==> config.mk <==
export PLATFORM = sky130hd
export DESIGN_NAME = spi_cfg_controller
export DESIGN_NICKNAME = d
export VERILOG_FILES = /design/src/rtl/spi_cfg_controller.sv
export SDC_FILE = /design/constraint.sdc
export NUM_CORES = 1
export LEC_CHECK = 0
export BUFFER_PORTS_ARGS = -buffer_cell sky130_fd_sc_hd__buf_2
export CAP_MARGIN = 20
export CORE_MARGIN = 2
export CORE_UTILIZATION = 55
export DETAILED_ROUTE_END_ITERATION = 8
export MAX_ROUTING_LAYER = met4
export PLACE_DENSITY_LB_ADDON = 0.1
export RECOVER_POWER = 100
export SLEW_MARGIN = 10
export SYNTH_ARGS = -nofsm -noshare
export SYNTH_HDL_FRONTEND = slang
export SYNTH_SLANG_ARGS = --single-unit
==> constraint.sdc <==
create_clock -name clk -period 2.6 [get_ports clk]
set_input_delay 0.39 -clock clk [delete_from_list [all_inputs] [get_ports clk]]
set_output_delay 0.39 -clock clk [all_outputs]
set_load 0.01 [all_outputs]
==> src/rtl/spi_cfg_controller.sv <==
// Two-requester SPI config-write controller: 16-bit frame plus commit clock.
// Optional macro SPI_CFG_SKIP_REDUNDANT_EN suppresses writes matching shadows.
module spi_cfg_controller #(
  parameter int unsigned CLK_DIV  = 4,
  parameter int unsigned CS_SETUP = 4,
  parameter int unsigned CS_IDLE  = 4
) (
  input  logic       clk,
  input  logic       rst_n,
  input  logic       req_a_valid,
  output logic       req_a_ready,
  input  logic [6:0] req_a_addr,
  input  logic [7:0] req_a_data,
  input  logic       req_b_valid,
  output logic       req_b_ready,
  input  logic [6:0] req_b_addr,
  input  logic [7:0] req_b_data,
  output logic       sclk,
  output logic       ncs,
  output logic       copi,
  output logic       busy,
  output logic       frame_done
);

  typedef enum logic [2:0] {
    S_IDLE,
    S_SETUP,
    S_SHIFT,
    S_COMMIT,
    S_HOLD,
    S_GAP
  } state_e;

  localparam logic [7:0] DIV_M1 = 8'(CLK_DIV - 1);
  localparam logic [7:0] SET_M1 = 8'(CS_SETUP - 1);
  localparam logic [7:0] IDL_M1 = 8'(CS_IDLE - 1);

  state_e      state_q;
  logic [7:0]  ph_q;
  logic [7:0]  dly_q;
  logic [4:0]  bit_q;
  logic [14:0] sh_q;
  logic [6:0]  addr_q;
  logic [7:0]  data_q;
  logic        last_b_q;
  logic        rdy_a_q;
  logic        rdy_b_q;
  logic        sclk_q;
  logic        ncs_q;
  logic        copi_q;
  logic        busy_q;
  logic        done_q;

  logic        gnt_a_d;
  logic        gnt_b_d;
  logic        open_d;
  logic        take_d;
  logic        hit_d;

  always_comb begin
    gnt_a_d = req_a_valid && (last_b_q || !req_b_valid);
    gnt_b_d = req_b_valid && !gnt_a_d;
    open_d  = ((state_q == S_IDLE) && !(rdy_a_q || rdy_b_q)) ||
              ((state_q == S_GAP) && (dly_q == IDL_M1));
    take_d  = open_d && (gnt_a_d || gnt_b_d);
  end

`ifdef SPI_CFG_SKIP_REDUNDANT_EN
  logic [7:0] shadow_q [0:4];

  always_comb begin
    hit_d = 1'b0;
    if (addr_q <= 7'd4) begin
      hit_d = (shadow_q[addr_q[2:0]] == data_q);
    end
  end

  always_ff @(posedge clk or negedge rst_n) begin
    if (!rst_n) begin
      for (int i = 0; i < 5; i++) begin
        shadow_q[i] <= 8'h00;
      end
    end else if (done_q && (addr_q <= 7'd4)) begin
      shadow_q[addr_q[2:0]] <= data_q;
    end
  end
`else
  assign hit_d = 1'b0;
`endif

  always_ff @(posedge clk or negedge rst_n) begin
    if (!rst_n) begin
      state_q  <= S_IDLE;
      ph_q     <= '0;
      dly_q    <= '0;
      bit_q    <= '0;
      sh_q     <= '0;
      addr_q   <= '0;
      data_q   <= '0;
      last_b_q <= 1'b1;
      rdy_a_q  <= 1'b0;
      rdy_b_q  <= 1'b0;
      sclk_q   <= 1'b0;
      ncs_q    <= 1'b1;
      copi_q   <= 1'b0;
      busy_q   <= 1'b0;
      done_q   <= 1'b0;
    end else begin
      rdy_a_q <= 1'b0;
      rdy_b_q <= 1'b0;
      done_q  <= 1'b0;
      unique case (state_q)
        S_IDLE: begin
          if (rdy_a_q || rdy_b_q) begin
            if (hit_d) begin
              busy_q <= 1'b0;
              done_q <= 1'b1;
            end else begin
              ncs_q   <= 1'b0;
              copi_q  <= 1'b1;
              sh_q    <= {addr_q, data_q};
              dly_q   <= '0;
              state_q <= S_SETUP;
            end
          end
        end
        S_SETUP: begin
          if (dly_q == SET_M1) begin
            ph_q    <= '0;
            bit_q   <= '0;
            state_q <= S_SHIFT;
          end else begin
            dly_q <= dly_q + 8'd1;
          end
        end
        S_SHIFT: begin
          if (ph_q == DIV_M1) begin
            ph_q <= '0;
            if (!sclk_q) begin
              sclk_q <= 1'b1;
            end else begin
              sclk_q <= 1'b0;
              sh_q   <= {sh_q[13:0], 1'b0};
              if (bit_q == 5'd15) begin
                copi_q  <= 1'b0;
                bit_q   <= 5'd16;
                state_q <= S_COMMIT;
              end else begin
                copi_q <= sh_q[14];
                bit_q  <= bit_q + 5'd1;
              end
            end
          end else begin
            ph_q <= ph_q + 8'd1;
          end
        end
        S_COMMIT: begin
          if (ph_q == DIV_M1) begin
            ph_q <= '0;
            if (!sclk_q) begin
              sclk_q <= 1'b1;
            end else begin
              sclk_q  <= 1'b0;
              state_q <= S_HOLD;
            end
          end else begin
            ph_q <= ph_q + 8'd1;
          end
        end
        S_HOLD: begin
          if (ph_q == DIV_M1) begin
            ph_q    <= '0;
            ncs_q   <= 1'b1;
            done_q  <= 1'b1;
            dly_q   <= '0;
            state_q <= S_GAP;
          end else begin
            ph_q <= ph_q + 8'd1;
          end
        end
        S_GAP: begin
          if (dly_q == IDL_M1) begin
            busy_q  <= 1'b0;
            state_q <= S_IDLE;
          end else begin
            dly_q <= dly_q + 8'd1;
          end
        end
        default: state_q <= S_IDLE;
      endcase
      // accept can fire in the last GAP cycle so ready lands in the first IDLE cycle
      if (take_d) begin
        rdy_a_q  <= gnt_a_d;
        rdy_b_q  <= gnt_b_d;
        last_b_q <= gnt_b_d;
        busy_q   <= 1'b1;
        addr_q   <= gnt_a_d ? req_a_addr : req_b_addr;
        data_q   <= gnt_a_d ? req_a_data : req_b_data;
      end
    end
  end

  assign req_a_ready = rdy_a_q;
  assign req_b_ready = rdy_b_q;
  assign sclk        = sclk_q;
  assign ncs         = ncs_q;
  assign copi        = copi_q;
  assign busy        = busy_q;
  assign frame_done  = done_q;

endmodule

**After elaboration in Yosys (flattened, before gate mapping)**

Index checks and enable logic that the tools add are counted.
Widths: inputs -> output; s select.

- Output and inout bits: 7
- Bits in registers: 62

- Add/sub/neg operators: 3
- Muxes and demuxes: 44
- Reductions and logical operators: 31
- Equal/unequal tests: 18

Operator list:

| operator | count |
|---|---|
| $mux 8 | 6 |
| $mux 15 | 3 |
| $pmux 15 s2 | 1 |
| $mux 3 | 9 |
| $pmux 8 s3 | 1 |
| $mux 5 | 4 |
| $pmux 3 s6 | 1 |
| $add 8x1->8 const B | 2 |
| $eq 8x2->1 const B | 2 |
| $ne 2x2->1 const B | 8 |
| $pmux 8 s2 | 1 |
| $mux 1 | 14 |
| $reduce_and 4->1 | 3 |
| $reduce_bool 2->1 | 6 |
| $pmux 5 s2 | 1 |
| $reduce_and 9->1 | 1 |
| $mux 7 | 1 |
| $eq 3x2->1 const B | 2 |
| $eq 3x3->1 const B | 2 |
| $reduce_and 2->1 | 3 |
| $add 5x1->5 const B | 1 |
| $eq 5x4->1 const B | 1 |
| $logic_and 1x1->1 | 5 |
| $logic_or 1x1->1 | 4 |
| other kinds (9) | 14 |

**Logic depth before layout (Yosys ltp)**

Gate-level depths: netlist of run 1.

- Depth in word-level cells: 9
- Gate-level depth with buffers: 7
- Gate-level depth less buffers: 6

**Worst setup path before layout of run 1**

OpenSTA, ideal clock, no wires.

- Path kind: reg2reg
- Start: register ph_q[0]
- End: register sh_q[10]
- Data required time: 2.475 ns
- Path buffers: 1
- Clock period less this slack: 2.339 ns
- Slack: 0.261 ns
- Stages on the path, launching flop included: 8
- Arrival: 2.215 ns
- Path through: dfrtp_1 -> ha_1 -> or4b_1 -> nor4_1 -> a21oi_1 -> nor2_2 -> buf_4 -> mux2_2

- Cells in the longest elaborated chain, start to end: 3

RTL lines:

| element | line | text |
|---|---|---|
| start: declaration | 39 | `logic [7:0] ph_q;` |
| start signal: assignment | 154 | `ph_q <= ph_q + 8'd1;` |
| start signal: assignment | 167 | `ph_q <= ph_q + 8'd1;` |
| start signal: assignment | 178 | `ph_q <= ph_q + 8'd1;` |
| $eq 8x2->1 | 137 | `if (ph_q == DIV_M1) begin` |
| $ne 2x2->1 (no source line) | n/a |  |
| $reduce_and 4->1 (no source line) | n/a |  |
| end signal: assignment | 121 | `sh_q <= {addr_q, data_q};` |
| end signal: assignment | 143 | `sh_q <= {sh_q[13:0], 1'b0};` |
| end: declaration | 42 | `logic [14:0] sh_q;` |

Every way passes these cells.
A chain may end at the register's enable or synchronous reset.

**Final worst setup path of run 1**

- Start: register ph_q[0]
- End: register dly_q[2]

- Cells in the longest elaborated chain, start to end: 3

RTL lines:

| element | line | text |
|---|---|---|
| $eq 8x2->1 | 171 | `if (ph_q == DIV_M1) begin` |
| $ne 2x2->1 (no source line) | n/a |  |
| $reduce_and 4->1 (no source line) | n/a |  |
| end signal: assignment | 133 | `dly_q <= dly_q + 8'd1;` |
| end signal: assignment | 186 | `dly_q <= dly_q + 8'd1;` |
| end: declaration | 40 | `logic [7:0] dly_q;` |

Every way passes these cells.

==> flow_summary.ini, run 1 <==
[synth]
yosysSeqAreaShare_pct = 49.64
yosys.area_share.simple_pct = 21.58
synth_cell_types = 49
synth_fa_ha_area_share_pct = 1.599
synth_edf_count = 0
synth_compound_area_share_pct = 12.19
synth.top_cell.area_share_pct = 47.96
synth_area_leaders = dfrtp_1, nand2_1, mux2i_1
ys_ff_latch = 62
syn_nets = 360
synth_area_mm2 = 0.003131
syn_inst = 322
synth_flop_cell = dfrtp_1
synthXorXnorAreaFrac_pct = 0.8393
synth_top_family_by_area = simple AND/OR/NAND/NOR gates
yosys_warnings = 0
async_reset_ff_share_pct = 100.0
yosys.area.top_type = dfrtp_1
avgSynthCellArea_um2 = 9.722
synthMuxAreaShare_pct = 10.83

[drt]
via_count = 2486
remaining_drc_errors = 0
via_per_inst = 5.574
post_drt_wl_per_cell_um = 14.08
ant_nets = 0
dr.pass1.iters = 4
wirelength_mm = 6.281
drt_iter0_drc = 166

[pwr]
power_frac_comb_pct = 37.3
p_seq_share_pct = 41.0
leakagePower_nw = 1.707
finalPower_mw = 4.211
power_switching_mw = 1.584
intPower_mw = 2.627
powerDensity_mw_per_mm2 = 1157
ir_drop_mv = 0.6367
swShare_pct = 37.61
clock_power_share_pct = 21.6

[worst_setup_path]
crit_path_end = dly_q[2]
cp_slowest_cell = or4b_1
crit_fanout = 10
cpPeakStageDelay_ns = 0.50
reg2reg_to = dly_q[2]
path_class = reg2reg
crit_chain = ha_1, or4b_1, or4_4, a311o_2, a211o_1
worstPathArrival_ns = 2.72
crit_path_end_kind = flip-flop
rr_startpoint = ph_q[0]
r2r_cells = 5
critPathRequiredTime_ns = 2.83
r2r_setup_slack_ns = 0.11
startpoint = ph_q[0]
start_kind = flip-flop

[sta]
period_needed_ns = 2.494
holdWs_ns = 0.2476
finClkSkew_ns = 0.01253
setup_viol = 0
rsz0062_at_grt = no
finalSetupTns_ns = 0
slew_violations = 31
min_period_over_period_pct = 95.93
hold_viol = 0
maxSlewHeadroom_pct = -2.499
clock.fmax_ghz = 0.4009
tightest_slew_ns = 1.537

[global_route]
first_global_vias = 2385
grt_max_degree = 34
overflow = 0
antenna_found_initial = 0
grt_usage_pct = 22.41
grt_pass1_wl_mm = 10.80

[clock_network]
cts-root-buf = clkbuf_8
cts.path.max_buffers = 2
clk_latency_ns = 0.35
cts_tree = done
cts_htree_levels = 3
cts.sinks = 62
clk_pin_slew_ns = 0.07
cts_buffers = 9

[hold_path]
hold_class = in2reg

[status]
failed_checks = max-capacitance violations, max-slew violations
status = complete, but fails checks

[floorplan]
die_height_um = 79.45
pin_count = 41
dieArea_mm2 = 0.006312
start_util_pct = 56.85
coreArea_mm2 = 0.005507
rows = 27
die_w_um = 79.45

[final_layout]
layout.nets = 407
fillers = 467
drive_gt1_share_pct = 21.12
register_area_mm2 = 0.001554
area_delta_synth_final_pct = 16.23
post-route-util_pct = 66.08
diodes = 0
multi_input_area_mm2 = 0.001475

[place]
gp_congestion = 0.8281
hpwl_mm = 4.312
io_buffer_count = 40

[run]
drv_cap = 1
-- kinds of logic after synthesis --
group	count (synthesis)
compound gates	61
mux	32
buf+inv	23
xor+xnor	3
fa+ha+maj	4
simple gates	137
flops	62
-- per-stage QoR --
| stage | cell area [µm²] | setup slack [ns] | instances |
|---|---|---|---|
| 2_1_floorplan | 3131 | 0.2606 | 322 |
| 3_3_place_gp | 3475 | 0.1932 | 430 |
| 3_5_place_dp | 3475 | 0.1009 | 430 |
| 4_1_cts | 3690 | 0.08888 | 446 |
| 5_1_grt | 3638 | 0.01210 | 446 |
| 6_report | 3638 | 0.1059 | 446 |
-- synth_stat cells, types with 3 or more instances --
| cell type | number |
|---|---|
| mux2i_1 | 17 |
| o31ai_1 | 3 |
| nor2_1 | 24 |
| ha_1 | 4 |
| nand2_1 | 59 |
| clkbuf_1 | 9 |
| and3_1 | 7 |
| a22o_1 | 4 |
| nand4b_1 | 3 |
| o21ai_0 | 7 |
| dfrtp_1 | 60 |
| mux2_2 | 15 |
| a21oi_1 | 29 |
| nand2b_1 | 6 |
| o311ai_0 | 3 |
| inv_1 | 7 |
| nor4b_1 | 5 |
| nor4_1 | 4 |
| nand3_1 | 13 |
| a31oi_1 | 5 |
-- critical path: cells and delay by family, from the launching register on --
family	cells	cell delay [ns]
flip-flops	1	0.40
AO/OA/AOI/OAI	2	0.79
adder cells (fa/ha/maj)	1	0.23
AND/OR/NAND/NOR	2	0.95
-- area by class of cell --
cell class / instances / share of cell area [%]
inverter: 8 / 0.8253
sequential: 62 / 42.71
multi-input combinational: 237 / 40.54
clock inverter: 6 / 2.407
timing repair buffer: 51 / 7.531
tap: 72 / 2.476
clock buffer: 10 / 3.508
-- power by group through the flow --
| stage | Sequential (mW) | Clock (mW) | Combinational [mW] |
|---|---|---|---|
| floorplan | 1.62 | 0 | 1.27 |
| global placement | 1.72 | 0 | 1.55 |
| detailed placement | 1.73 | 0 | 1.61 |
| CTS | 1.72 | 0.935 | 1.62 |
| global route | 1.78 | 0.977 | 1.80 |
| finish | 1.73 | 0.911 | 1.57 |
-- worst min path at each step --
| stage | startpoint | slack [ns] | to | depth (start not counted) |
|---|---|---|---|---|
| finish | req_a_valid | 0.25 | last_b_q | 2 |
| global route | req_a_valid | 0.25 | last_b_q | 2 |
| CTS | rst_n | 0.10 | data_q[6] | 1 |
| detailed placement | rst_n | 0.47 | dly_q[7] | 1 |
| global placement | bit_q[4] | 0.46 | bit_q[4] | 2 |
| floorplan | rst_n | 0.09 | addr_q[0] | 0 |
-- cell usage in the layout (no fill, tap or decap), types with 3 or more instances in the layout --
| cell | count |
|---|---|
| dfrtp_1 | 60 |
| nand2_1 | 59 |
| buf_2 | 33 |
| a21oi_1 | 29 |
| nor2_1 | 25 |
| mux2i_1 | 17 |
| mux2_2 | 15 |
| nand3_1 | 13 |
| clkbuf_1 | 10 |
| clkbuf_8 | 9 |
| inv_1 | 7 |
| and3_1 | 7 |
| nor4b_1 | 6 |
| nand2b_1 | 6 |
| o21ai_0 | 6 |
| buf_4 | 6 |
| a31oi_1 | 5 |
| a22o_1 | 4 |
| ha_1 | 4 |
| nand4b_1 | 3 |
| nor4_1 | 3 |
| o31ai_1 | 3 |
| o311ai_0 | 3 |
| clkinvlp_4 | 3 |
-- flip-flops by register name, summed over array words and instances (netlist names) --
| signal | flops |
|---|---|
| frame_done | 1 |
| bit_q | 5 |
| req_a_ready | 1 |
| ph_q | 8 |
| addr_q | 7 |
| busy | 1 |
| last_b_q | 1 |
| state_q | 3 |
| sh_q | 15 |
| req_b_ready | 1 |
| copi | 1 |
| dly_q | 8 |
| data_q | 8 |
| ncs | 1 |
| sclk | 1 |
-- repair_timing --
action / CTS / global route
hold buffers: 0 / 0
setup buffers: 0 / 0
gates resized for setup: 0 / 2
endpoints found under the setup margin: 0 / 7
-- routing by layer --
layer | part of all wire [%] | routed length [µm] | vias up | track usage [%]
li1 | - | - | 1249 | -
met1 | 48 | 2995 | 1174 | 29.74
met2 | 47 | 2946 | 54 | 33.53
met3 | 3.9 | 246 | 9 | 6.109
met4 | 1.5 | 92 | 0 | 7.586
met5 | 0 | 0 | - | -
(Power assumes the default switching activity.)
==> inputs of run 2 (changes only) <==
--- a/config.mk
+++ b/config.mk
@@ -5,11 +5,12 @@
 export SDC_FILE = /design/constraint.sdc
 export NUM_CORES = 1
 export LEC_CHECK = 0
-export BUFFER_PORTS_ARGS = -buffer_cell sky130_fd_sc_hd__buf_2
+export BUFFER_PORTS_ARGS = -buffer_cell sky130_fd_sc_hd__buf_4
 export CAP_MARGIN = 20
 export CORE_MARGIN = 2
 export CORE_UTILIZATION = 55
 export DETAILED_ROUTE_END_ITERATION = 8
+export GPL_TIMING_DRIVEN = 0
 export MAX_ROUTING_LAYER = met4
 export PLACE_DENSITY_LB_ADDON = 0.1
 export RECOVER_POWER = 100
==> run 2 against run 1 <==
Net effect: the flow still finishes with violations (max-capacitance violations, max-slew violations); hold slack lost 0.020 ns; via count rose by 2.8%; register-to-register slack about the same; critical path type unchanged; highest routed layer unchanged.
==> flow_summary.ini, run 2 (synthesis results as in run 1) <==
[final_layout]
drive_gt1_share_pct = 20.73
post-route-util_pct = 68.28
top_register = sh_q
diodes = 0
layout.nets = 414
instances_no_fill = 453
final_cell_mix = dfrtp_1, nand2_1, buf_4, a21oi_1, nor2_1
largest_reg_flops = 15
multi_input_area_mm2 = 0.001480
area_delta_synth_final_pct = 20.10
register_area_mm2 = 0.001554
final_common_cell = dfrtp_1
fillers = 444

[status]
status = complete, but fails checks
failed_checks = max-capacitance violations, max-slew violations

[global_route]
overflow = 0
antenna_found_initial = 0
grt_max_degree = 63
first_global_vias = 2378
grt_pass1_wl_mm = 11.45
grt_usage_pct = 24.05

[floorplan]
coreArea_mm2 = 0.005507
die_w_um = 79.45
die_height_um = 79.45
rows = 27
start_util_pct = 56.85
dieArea_mm2 = 0.006312
pin_count = 41

[worst_setup_path]
critPathBufInv = 1
crit_chain = ha_1, or4b_1, or4_1, a311o_1, buf_6, a211o_1
start_kind = flip-flop
worstPathArrival_ns = 2.73
path_class = reg2reg
cpPeakStageDelay_ns = 0.49
cp_slowest_cell = or4b_1
crit_family = simple AND/OR/NAND/NOR gates
crit_fanout = 10
rr_startpoint = ph_q[0]
startpoint = ph_q[0]
critPathRequiredTime_ns = 2.83
crit_path_end_kind = flip-flop

[pwr]
leakagePower_nw = 1.765
powerDensity_mw_per_mm2 = 1155
ir_drop_mv = 0.6498
finalPower_mw = 4.343

[sta]
period_needed_ns = 2.502
hold_viol = 0
maxSlewHeadroom_pct = -1.235
clock.fmax_ghz = 0.3997
setup_ws_ns = 0.09812
slew_violations = 63
min_period_over_period_pct = 96.23
setup_viol = 0
finClkSkew_ns = 0.007560
rsz0062_at_grt = yes
finalSetupTns_ns = 0
tightest_slew_ns = 1.519

[hold_path]
hold_class = in2reg
hold_start = req_a_valid

[drt]
wirelength_mm = 6.702
ant_nets = 0
via_count = 2555
via_per_inst = 5.640
dr.pass1.iters = 4
remaining_drc_errors = 0
post_drt_wl_per_cell_um = 14.79
drt_iter0_drc = 181

[clock_network]
cts_buffers = 9
cts_htree_levels = 3
cts-root-buf = clkbuf_8
cts.path.max_buffers = 2
cts.sinks = 62
clk_pin_slew_ns = 0.07
cts_tree = done
clk_latency_ns = 0.34

[place]
io_buffer_count = 40
place_inst = 434
hpwl_mm = 4.685
post-place-ws_ns = -0.1487
gp_congestion = 0.8620

[run]
drv_cap = 1
## run 2: changes by cell type in the layout (fill, tap and decap cells not counted), sizes merged
cell,previous run,this run
buf,40,38
clkbuf,21,33
clkinvlp,3,0
## run 2: report_power, final
part	internal (mW)	switching, mW
logic	0.736	0.946
clock network	0.617	0.363
registers	1.37	0.307
total	2.73	1.62
## run 2: repair_timing
action,4_1_cts,5_1_grt
setup buffers,0,3
endpoints found under the hold margin,0,0
gates resized for setup,2,7
endpoints found under the setup margin,9,28
pin swaps,0,1
hold buffers,0,0
## run 2: metrics by stage
step	cell area (µm²)	hold slack [ns]
2_1_floorplan	3131	0.09441
3_3_place_gp	3521	0.4597
3_5_place_dp	3521	0.4668
4_1_cts	3766	0.1518
5_1_grt	3760	0.2373
6_report	3760	0.2273
## run 2: final cells by class
type,instances,share of cell area (%)
clock buffers,13,4.493
plain buffers,15,2.063
repair buffers,43,7.820
inverters,8,0.7987
flip-flops and latches,62,41.33
multi-input cells,237,39.37
clock inverters,3,1.730
well taps,72,2.396
## run 2: worst paths after layout
path	to	slack, ns	depth (start not counted)
min in group asynchronous	dly_q[5]	0.41	1
max reg2reg	dly_q[2]	0.1	6
max in group asynchronous	bit_q[4]	1.26	1
min	last_b_q	0.23	2
min reg2reg	busy	0.48	1
max	dly_q[2]	0.1	6
## run 2: routing by layer
layer / wire, µm / GRT usage, % / up-vias / part of all wire, %
li1: - / - / 1261 / -
met1: 3388 / 34.08 / 1247 / 51
met2: 3014 / 34.62 / 34 / 45
met3: 173 / 4.072 / 13 / 2.6
met4: 125 / 9.655 / 0 / 1.9
met5: 0 / - / - / 0
